===== config.mk =====
export PLATFORM = sky130hd
export DESIGN_NAME = pn_command_sequencer
export DESIGN_NICKNAME = d
export VERILOG_FILES = /design/src/rtl/pn_command_sequencer.sv
export SDC_FILE = /design/constraint.sdc
export NUM_CORES = 1
export LEC_CHECK = 0
export CELL_PAD_IN_SITES_DETAIL_PLACEMENT = 0
export CELL_PAD_IN_SITES_GLOBAL_PLACEMENT = 1
export CORE_MARGIN = 2
export CORE_UTILIZATION = 50
export DETAILED_ROUTE_END_ITERATION = 8
export GPL_TIMING_DRIVEN = 0
export HOLD_SLACK_MARGIN = 0.06
export MAX_ROUTING_LAYER = met4
export PLACE_DENSITY_LB_ADDON = 0.1
export SETUP_SLACK_MARGIN = 0.3
export SYNTH_ARGS = -nofsm -noshare
export SYNTH_HDL_FRONTEND = slang
export SYNTH_SLANG_ARGS = --single-unit

===== constraint.sdc =====
create_clock -name clk -period 2.9 [get_ports clk]
set_input_delay 0.725 -clock clk [delete_from_list [all_inputs] [get_ports clk]]
set_output_delay 0.725 -clock clk [all_outputs]
set_load 0.03 [all_outputs]

===== src/rtl/pn_command_sequencer.sv =====
// Buffers the Pn parameters of one control sequence and replays them as INIT, EMIT..., FINAL strobes with idle gaps.
// Optional statistics counters are built when CMD_SEQ_STATS_EN is defined.
module pn_command_sequencer #(
    parameter int MAX_PARAMS   = 16,
    parameter int GAP_CYCLES   = 1,
    parameter int CMD_W        = 6,
    parameter int INIT_PN_CODE = 1,
    parameter int EMIT_PN_CODE = 2
) (
    input  logic             clk,
    input  logic             rst,
    input  logic             pn_valid,
    input  logic [7:0]       pn_data,
    output logic             pn_ready,
    input  logic             cmd_valid,
    input  logic [CMD_W-1:0] cmd_code,
    output logic             cmd_ready,
    output logic             strobe_o,
    output logic [CMD_W-1:0] cmd_type_o,
    output logic [7:0]       pns_o,
    output logic             busy_o,
    output logic             overflow_o
`ifdef CMD_SEQ_STATS_EN
    ,
    output logic [15:0]      seq_count_o,
    output logic [7:0]       drop_count_o
`endif
);

    // state   | meaning
    // IDLE    | accepting Pn into the FIFO, waiting for the final command
    // INIT    | INIT strobe on the outputs this cycle
    // GAP     | idle spacing after a strobe, then go to follow_q
    // EMIT    | EMIT strobe carrying one buffered Pn
    // FINAL   | final command strobe carrying the last emitted Pn
    localparam int AW = $clog2(MAX_PARAMS);

    localparam logic [2:0] S_IDLE  = 3'd0;
    localparam logic [2:0] S_INIT  = 3'd1;
    localparam logic [2:0] S_GAP   = 3'd2;
    localparam logic [2:0] S_EMIT  = 3'd3;
    localparam logic [2:0] S_FINAL = 3'd4;

    localparam logic [3:0]       GAP_LOAD = 4'(GAP_CYCLES - 1);
    localparam logic [CMD_W-1:0] INIT_C   = CMD_W'(INIT_PN_CODE);
    localparam logic [CMD_W-1:0] EMIT_C   = CMD_W'(EMIT_PN_CODE);

    logic [2:0]       state_q, state_d;
    logic [2:0]       follow_q, follow_d;
    logic [3:0]       gap_cnt_q, gap_cnt_d;
    logic [CMD_W-1:0] cmd_code_q, cmd_code_d;
    logic [7:0]       last_pn_q, last_pn_d;
    logic [AW:0]      wr_ptr_q, wr_ptr_d;
    logic [AW:0]      rd_ptr_q, rd_ptr_d;
    logic             overflow_q, overflow_d;
    logic             strobe_q, strobe_d;
    logic [CMD_W-1:0] type_q, type_d;
    logic [7:0]       pns_q, pns_d;
    logic [7:0]       mem_q [MAX_PARAMS];

    logic             mem_we;
    logic             fifo_empty;
    logic             fifo_full;
    logic             enter;
    logic [2:0]       target;
    logic [2:0]       follow;
    logic [7:0]       pn_head;

    assign fifo_empty = (wr_ptr_q == rd_ptr_q);
    assign fifo_full  = (wr_ptr_q[AW] != rd_ptr_q[AW]) &&
                        (wr_ptr_q[AW-1:0] == rd_ptr_q[AW-1:0]);
    // An empty FIFO on the first EMIT stands in for the default Pn of 0.
    assign pn_head    = fifo_empty ? 8'd0 : mem_q[rd_ptr_q[AW-1:0]];

    assign pn_ready   = (state_q == S_IDLE);
    assign cmd_ready  = (state_q == S_IDLE);
    assign busy_o     = (state_q != S_IDLE);
    assign overflow_o = overflow_q;
    assign strobe_o   = strobe_q;
    assign cmd_type_o = type_q;
    assign pns_o      = pns_q;

    always_comb begin
        state_d    = state_q;
        follow_d   = follow_q;
        gap_cnt_d  = gap_cnt_q;
        cmd_code_d = cmd_code_q;
        last_pn_d  = last_pn_q;
        wr_ptr_d   = wr_ptr_q;
        rd_ptr_d   = rd_ptr_q;
        overflow_d = overflow_q;
        strobe_d   = 1'b0;
        type_d     = '0;
        pns_d      = 8'd0;
        mem_we     = 1'b0;
        enter      = 1'b0;
        target     = S_IDLE;
        follow     = S_IDLE;

        case (state_q)
            S_IDLE: begin
                // Pn is written in the same cycle as the command, so it joins this sequence.
                if (pn_valid) begin
                    if (!fifo_full) begin
                        mem_we   = 1'b1;
                        wr_ptr_d = wr_ptr_q + 1'b1;
                    end else begin
                        overflow_d = 1'b1;
                    end
                end
                if (cmd_valid) begin
                    cmd_code_d = cmd_code;
                    enter      = 1'b1;
                    target     = S_INIT;
                end
            end
            S_INIT, S_EMIT, S_FINAL: begin
                if (state_q == S_INIT)
                    follow = S_EMIT;
                else if (state_q == S_EMIT)
                    follow = fifo_empty ? S_FINAL : S_EMIT;
                else
                    follow = S_IDLE;
                if (GAP_CYCLES == 0) begin
                    enter  = 1'b1;
                    target = follow;
                end else begin
                    state_d   = S_GAP;
                    gap_cnt_d = GAP_LOAD;
                    follow_d  = follow;
                end
            end
            S_GAP: begin
                if (gap_cnt_q == 4'd0) begin
                    enter  = 1'b1;
                    target = follow_q;
                end else begin
                    gap_cnt_d = gap_cnt_q - 4'd1;
                end
            end
            default: begin
                enter  = 1'b1;
                target = S_IDLE;
            end
        endcase

        if (enter) begin
            state_d = target;
            case (target)
                S_INIT: begin
                    strobe_d = 1'b1;
                    type_d   = INIT_C;
                end
                S_EMIT: begin
                    strobe_d  = 1'b1;
                    type_d    = EMIT_C;
                    pns_d     = pn_head;
                    last_pn_d = pn_head;
                    if (!fifo_empty)
                        rd_ptr_d = rd_ptr_q + 1'b1;
                end
                S_FINAL: begin
                    strobe_d = 1'b1;
                    type_d   = cmd_code_q;
                    pns_d    = last_pn_q;
                end
                default: begin
                    wr_ptr_d   = '0;
                    rd_ptr_d   = '0;
                    overflow_d = 1'b0;
                    last_pn_d  = 8'd0;
                end
            endcase
        end
    end

    always_ff @(posedge clk or posedge rst) begin
        if (rst) begin
            state_q    <= S_IDLE;
            follow_q   <= S_IDLE;
            gap_cnt_q  <= 4'd0;
            cmd_code_q <= '0;
            last_pn_q  <= 8'd0;
            wr_ptr_q   <= '0;
            rd_ptr_q   <= '0;
            overflow_q <= 1'b0;
            strobe_q   <= 1'b0;
            type_q     <= '0;
            pns_q      <= 8'd0;
        end else begin
            state_q    <= state_d;
            follow_q   <= follow_d;
            gap_cnt_q  <= gap_cnt_d;
            cmd_code_q <= cmd_code_d;
            last_pn_q  <= last_pn_d;
            wr_ptr_q   <= wr_ptr_d;
            rd_ptr_q   <= rd_ptr_d;
            overflow_q <= overflow_d;
            strobe_q   <= strobe_d;
            type_q     <= type_d;
            pns_q      <= pns_d;
        end
    end

    always_ff @(posedge clk) begin
        if (mem_we)
            mem_q[wr_ptr_q[AW-1:0]] <= pn_data;
    end

`ifdef CMD_SEQ_STATS_EN
    logic        pn_drop;
    logic        seq_inc;
    logic [15:0] seq_count_q;
    logic [7:0]  drop_count_q;

    assign pn_drop      = (state_q == S_IDLE) && pn_valid && fifo_full;
    assign seq_inc      = enter && (target == S_FINAL);
    assign seq_count_o  = seq_count_q;
    assign drop_count_o = drop_count_q;

    always_ff @(posedge clk or posedge rst) begin
        if (rst) begin
            seq_count_q  <= 16'd0;
            drop_count_q <= 8'd0;
        end else begin
            if (seq_inc)
                seq_count_q <= seq_count_q + 16'd1;
            if (pn_drop && (drop_count_q != 8'hFF))
                drop_count_q <= drop_count_q + 8'd1;
        end
    end
`endif

endmodule


## Word level (Yosys, flattened, before mapping)

Memories as Yosys holds them, arrays and structs flattened.
Cells that the tools add are included.

- Register bits: 50
- Memory bits (writable): 128
- Input port bits: 18
- Output and inout port bits: 19
- Logic and storage cells: 79
- Memories: 1

- Add/sub/neg operators: 3
- Equal/unequal tests: 12
- Muxes and demuxes: 38
- Bitwise gates (word level): 1
- Reductions and logical operators: 13

Memories:

| name | words | width | rd ports | clocked after Yosys merged registers in | wr ports | RTL line | text |
|---|---|---|---|---|---|---|---|
| mem_q | 16 | 8 | 1 | 0 | 1 | 59 | `logic [7:0] mem_q [MAX_PARAMS];` |

Operator list:

| cell | number |
|---|---|
| $pmux 8 s2 | 2 |
| $mux 5 | 6 |
| $mux 3 | 6 |
| $pmux 6 s3 | 1 |
| $mux 8 | 2 |
| $mux 1 | 15 |
| $add 5x1->5 const B | 2 |
| $pmux 5 s2 | 1 |
| $eq 3x2->1 const B | 3 |
| $pmux 4 s2 | 1 |
| $eq 3x1->1 const B | 2 |
| $eq 3x3->1 const B | 2 |
| $mux 6 | 1 |
| $pmux 3 s2 | 1 |
| $reduce_and 2->1 | 3 |
| $reduce_or 3->1 | 2 |
| $eq 5x5->1 | 1 |
| $eq 4x4->1 | 1 |
| $logic_not 4->1 | 1 |
| $mux 4 | 1 |
| $ne 2x2->1 const B | 2 |
| $reduce_bool 2->1 | 2 |
| $sub 4x1->4 const B | 1 |
| $logic_not 3->1 | 1 |
| 7 further kinds | 7 |

## Logic depth before layout (Yosys ltp)

- Depth in word-level cells: 7
- Mapped depth: 9

## Least setup slack after synthesis

No wires, ideal clock.

- Path type: flip-flop to flip-flop
- Start: register state_q[2]
- End: memory mem_q[3][0], enable pin
- Library setup time: 0.383 ns
- Arrival: 2.823 ns
- Data required time: 2.517 ns
- Setup slack: -0.307 ns
- Stages on the path, launching flop included: 7
- Period minus slack after synthesis: 3.207 ns
- Cells stage by stage: dfrtp_1 > clkbuf_1 > nor3_1 > nand2_1 > a21oi_1 > nand2_1 > nor3_1

- Cells in the longest elaborated chain, start to end: 4

RTL lines:

| element | RTL line | text |
|---|---|---|
| start, declared | 48 | `logic [2:0] state_q, state_d;` |
| start signal, assigned | 191 | `state_q <= state_d;` |
| $logic_not 3->1 | -- |  |
| named net cmd_ready | 17 | `output logic cmd_ready,` |
| $mux 1 | 100 | `case (state_q)` |
| $mux 1 | 206 | `if (mem_we)` |
| $mux 1 (not written as such) | 207 | `mem_q[wr_ptr_q[AW-1:0]] <= pn_data;` |
| end, declared | 59 |  |

The timed path passes the listed nets, and every way through them passes these cells.

## Worst setup path after layout

- Start: register gap_cnt_q[0]
- End: register overflow_q, in the netlist overflow_o

- Cells in the longest elaborated chain, start to end: 7
- Elaborated cells between the ends (all ways): 11
- Those cells by class: eq/ne (3); mux (6); reduce/logical (2)

RTL lines:

| element | RTL line | text |
|---|---|---|
| start, declared | 50 | `logic [3:0] gap_cnt_q, gap_cnt_d;` |
| start signal, assigned | 193 | `gap_cnt_q <= gap_cnt_d;` |
| $logic_not 4->1 (*) | 134 | `if (gap_cnt_q == 4'd0) begin` |
| $mux 3 | 134 |  |
| $pmux 3 s2 | 100 |  |
| $eq 3x2->1, or another cell as far along | 149 | `case (target)` |
| $reduce_or 3->1 (no line) | -- |  |
| $mux 1 | 149 |  |
| $mux 1 (*) | 147 | `if (enter) begin` |
| named net overflow_d | 55 | `logic overflow_q, overflow_d;` |
| end signal, assigned | 198 | `overflow_q <= overflow_d;` |
| end, declared | 55 |  |

The timed path passes the listed nets; every way through them passes the cells marked *.
A chain may end at the register's enable or synchronous reset.

==> results.sh <==
export IMPL_numClockSinks=177
export IMPL_wl_per_cell_um=20.3
export IMPL_ys_top_cells_by_count="128 x edfxtp_1, 53 x mux2i_1, 49 x dfrtp_1"
export IMPL_clockBufferDepth=2
export IMPL_synth_xor_area_share_pct=0.721
export IMPL_arrival_ns=2.71
export IMPL_insertion_delay_ns=0.42
export IMPL_synth_compound_area_share_pct=8.60
export IMPL_grt_max_degree=40
export IMPL_grt_antenna_before_repair=0
export IMPL_yosysSeqAreaShare_pct=69.6
export IMPL_whs_ns=0.466
export IMPL_drt_total_wl_mm=15.3
export IMPL_crit_type="reg2reg"
export IMPL_hold_buffers=0
export IMPL_drcViolationCount=0
export IMPL_synth_mux_area_fraction_pct=10.7
export IMPL_synth_top_area_cell="edfxtp_1"
export IMPL_ys_async_sr_fraction_pct=27.7
export IMPL_dp_cells=718
export IMPL_critical_path_max_stage_delay_ns=1.08
export IMPL_seqCellArea_um2=5070
export IMPL_core_um2=14400
export IMPL_slew_headroom_pct=14.1
export IMPL_ys_warn_count=0
export IMPL_synth_adder_area_share_pct=1.20
export IMPL_htree_levels=4
export IMPL_start_util_pct=50.7
export IMPL_drtAntennaViolNets=0
export IMPL_dp_hpwl_mm=10.1
export IMPL_cellPowerDensity_nw_per_um2=822
export IMPL_ys_ff_latch=177
export IMPL_syn_area_um2=7290
export IMPL_fillers=1089
export IMPL_finalSetupViolCount=0
export IMPL_avgSynthCellArea_um2=14.7
export IMPL_areaGrowthSynthToFinish_pct=20.6
export IMPL_fp_row_count=44
export IMPL_num_nets_final=584
export IMPL_synth_ff_type="edfxtp_1"
export IMPL_place_congestion=0.772
export IMPL_grt_first_pass_wirelength_mm=24.0
export IMPL_final_cells=755
export IMPL_track_usage_pct=21.4
export IMPL_grt_ovfl_total=0
export IMPL_antennaDiodeCount=0
export IMPL_finalCritPeriodShare_pct=84.7
export IMPL_critPathTopFamily="compound AO/OA/AOI/OAI gates"
export IMPL_drive_above_1_share_pct=18.9
export IMPL_fin_worst_skew_ns=0.00914
export IMPL_crit_chain="inv_1 > ha_1 > or3b_4 > o41ai_1 > nor2_1"
export IMPL_cts_tree="built"
export IMPL_hp_class="reg2reg"
export IMPL_synth_edf_count=128
export IMPL_yosys_area_top_type_share_pct=52.7
export IMPL_grt_pass1_vias=4179
export IMPL_tns_ns=0
export IMPL_hold_violations=0
export IMPL_cp_start_kind="flop"
export IMPL_fp_dieArea_um2=15600
export IMPL_drv_slew=0
export IMPL_post_route_min_period_ns=2.46
export IMPL_worst_path_max_fanout=6
export IMPL_synth_nets=522
export IMPL_cp_end_kind="flop"
export IMPL_power_w=0.00723
export IMPL_drv_cap=0
export IMPL_tightest_slew_ns=1.27
export IMPL_drt_pre_antenna_iters=5
export IMPL_grt_setup_unrepaired="false"
export IMPL_port_buffers=36
export IMPL_p_leak_nw=3.12
export IMPL_first_iter_violations=409
export IMPL_syn_inst=497
export IMPL_multi_input_area_um2=2210
export IMPL_fin_area_um2=8790
export IMPL_ir_worst_vdd_uv=465
export IMPL_synth_most_common_cell="edfxtp_1"
export IMPL_cpMaxStageDelayCell="o41ai_1"
export IMPL_cp_num_buf_inv=1
export IMPL_fmax_ghz=0.407
export IMPL_die_w_um=125
export IMPL_die_h_um=125
export IMPL_avgViaCountPerCell=5.66
export IMPL_required_ns=3.15
export IMPL_status="finished, final reports clean"
export IMPL_root_buffer="clkbuf_16"
export IMPL_ys_types=51
export IMPL_synth_top_family_by_area="multiplexers"
export IMPL_cts_clk_slew_worst_paths_ns=0.07
export IMPL_num_io_pins=37
export IMPL_yosys_area_share_simple_pct=6.81
export IMPL_placed_area_um2=7920
export IMPL_cts_made_buffers=17
export IMPL_vias=4270
export IMPL_synth_area_leaders="edfxtp_1 53%, dfrtp_1 17%, mux2i_1 7.3%, mux2_2 3.4%, nand2_1 1.5%"
[kinds of logic (layout without fill, tap and decap cells)]
logic type	after synthesis	count (layout)
and+or+nand+nor	101	101
adders and majority gates	7	7
buffers and inverters	41	115
xor gates and xnor gates	6	6
AOI/OAI and AO/OA	90	90
muxes	75	75
DFF	177	177
[tightest hold or removal path, stage by stage (launching register included)]
cell and delay (ns):
dfrtp_1 0.34, nand2_1 0.05, nand2_1 0.04
[power breakdown]
group | internal (W) | switching [W] | leakage (nW)
Sequential | 0.00294 | 0.000122 | 1.81
Clock | 0.00146 | 0.000979 | 0.312
Combinational | 0.000680 | 0.00106 | 1.00
Total | 0.00507 | 0.00216 | 3.12
[state kept, by name, indices dropped and copies added (netlist names), 2 cells and up]
register,cells
cmd_code_q,6
cmd_type_o,6
follow_q,2
gap_cnt_q,4
last_pn_q,8
mem_q,128
pns_o,8
rd_ptr_q,5
state_q,3
wr_ptr_q,5
[through the flow]
step                worst slack [ns]  util, %
floorplan                      0.251        -
global placement              -0.752     55.0
detailed placement            -0.706     55.1
CTS                            0.245     60.7
global route                   0.301     61.2
finish                         0.443     61.2
[metal layers]
metal | track usage [%] | routed length [µm] | vias to the layer above
li1 | - | - | 2013
met4 | 6.61 | 208 | 0
met3 | 4.81 | 724 | 14
met2 | 33.2 | 7580 | 116
met5 | - | 0 | -
met1 | 28.5 | 6780 | 2127
[cell type report]
type	count	share of cell area, %
Buffer	29	1.59
Clock buffer	17	4.84
Clock inverter	14	2.29
Inverter	12	0.512
Multi-Input combinational cell	279	25.1
Sequential cell	177	57.6
Tap cell	184	2.62
Timing Repair Buffer	43	5.39
[path summary, 6_finish.rpt]
check | from | end | slack [ns] | cells after the start
setup / recovery | gap_cnt_q[0]$_DFFE_PP0P_ | overflow_o$_DFF_PP0_ | 0.44 | 5
hold / removal | last_pn_q[5]$_DFFE_PP0P_ | last_pn_q[5]$_DFFE_PP0P_ | 0.47 | 2
setup reg to reg | gap_cnt_q[0]$_DFFE_PP0P_ | overflow_o$_DFF_PP0_ | 0.44 | 5
hold reg to reg | last_pn_q[5]$_DFFE_PP0P_ | last_pn_q[5]$_DFFE_PP0P_ | 0.47 | 2
max in group asynchronous | rst | pns_o[2]$_DFF_PP0_ | 1.87 | 3
min in group asynchronous | rst | cmd_code_q[5]$_DFFE_PP0P_ | 0.55 | 2
[placed cells by master, fill, tap and decap left out, types with 8 or more instances in the layout]
cell / instances
clkbuf_1: 11
inv_1: 11
edfxtp_1: 128
o21ai_0: 21
nor2_4: 11
buf_2: 9
clkbuf_16: 17
nor2_1: 12
mux2_2: 22
clkdlybuf4s50_1: 33
mux2i_1: 53
nand2_1: 25
a21oi_1: 10
dfrtp_1: 49
a22oi_1: 8
o22ai_1: 14
[what timing repair did]
action | 4_1_cts | 5_1_grt
endpoints found under the setup margin | 132 | 141
buffers inserted | 5 | 1
gates resized for setup | 31 | 17
pin swaps | 4 | 2
No activity file was read; power rests on OpenSTA's default activity.
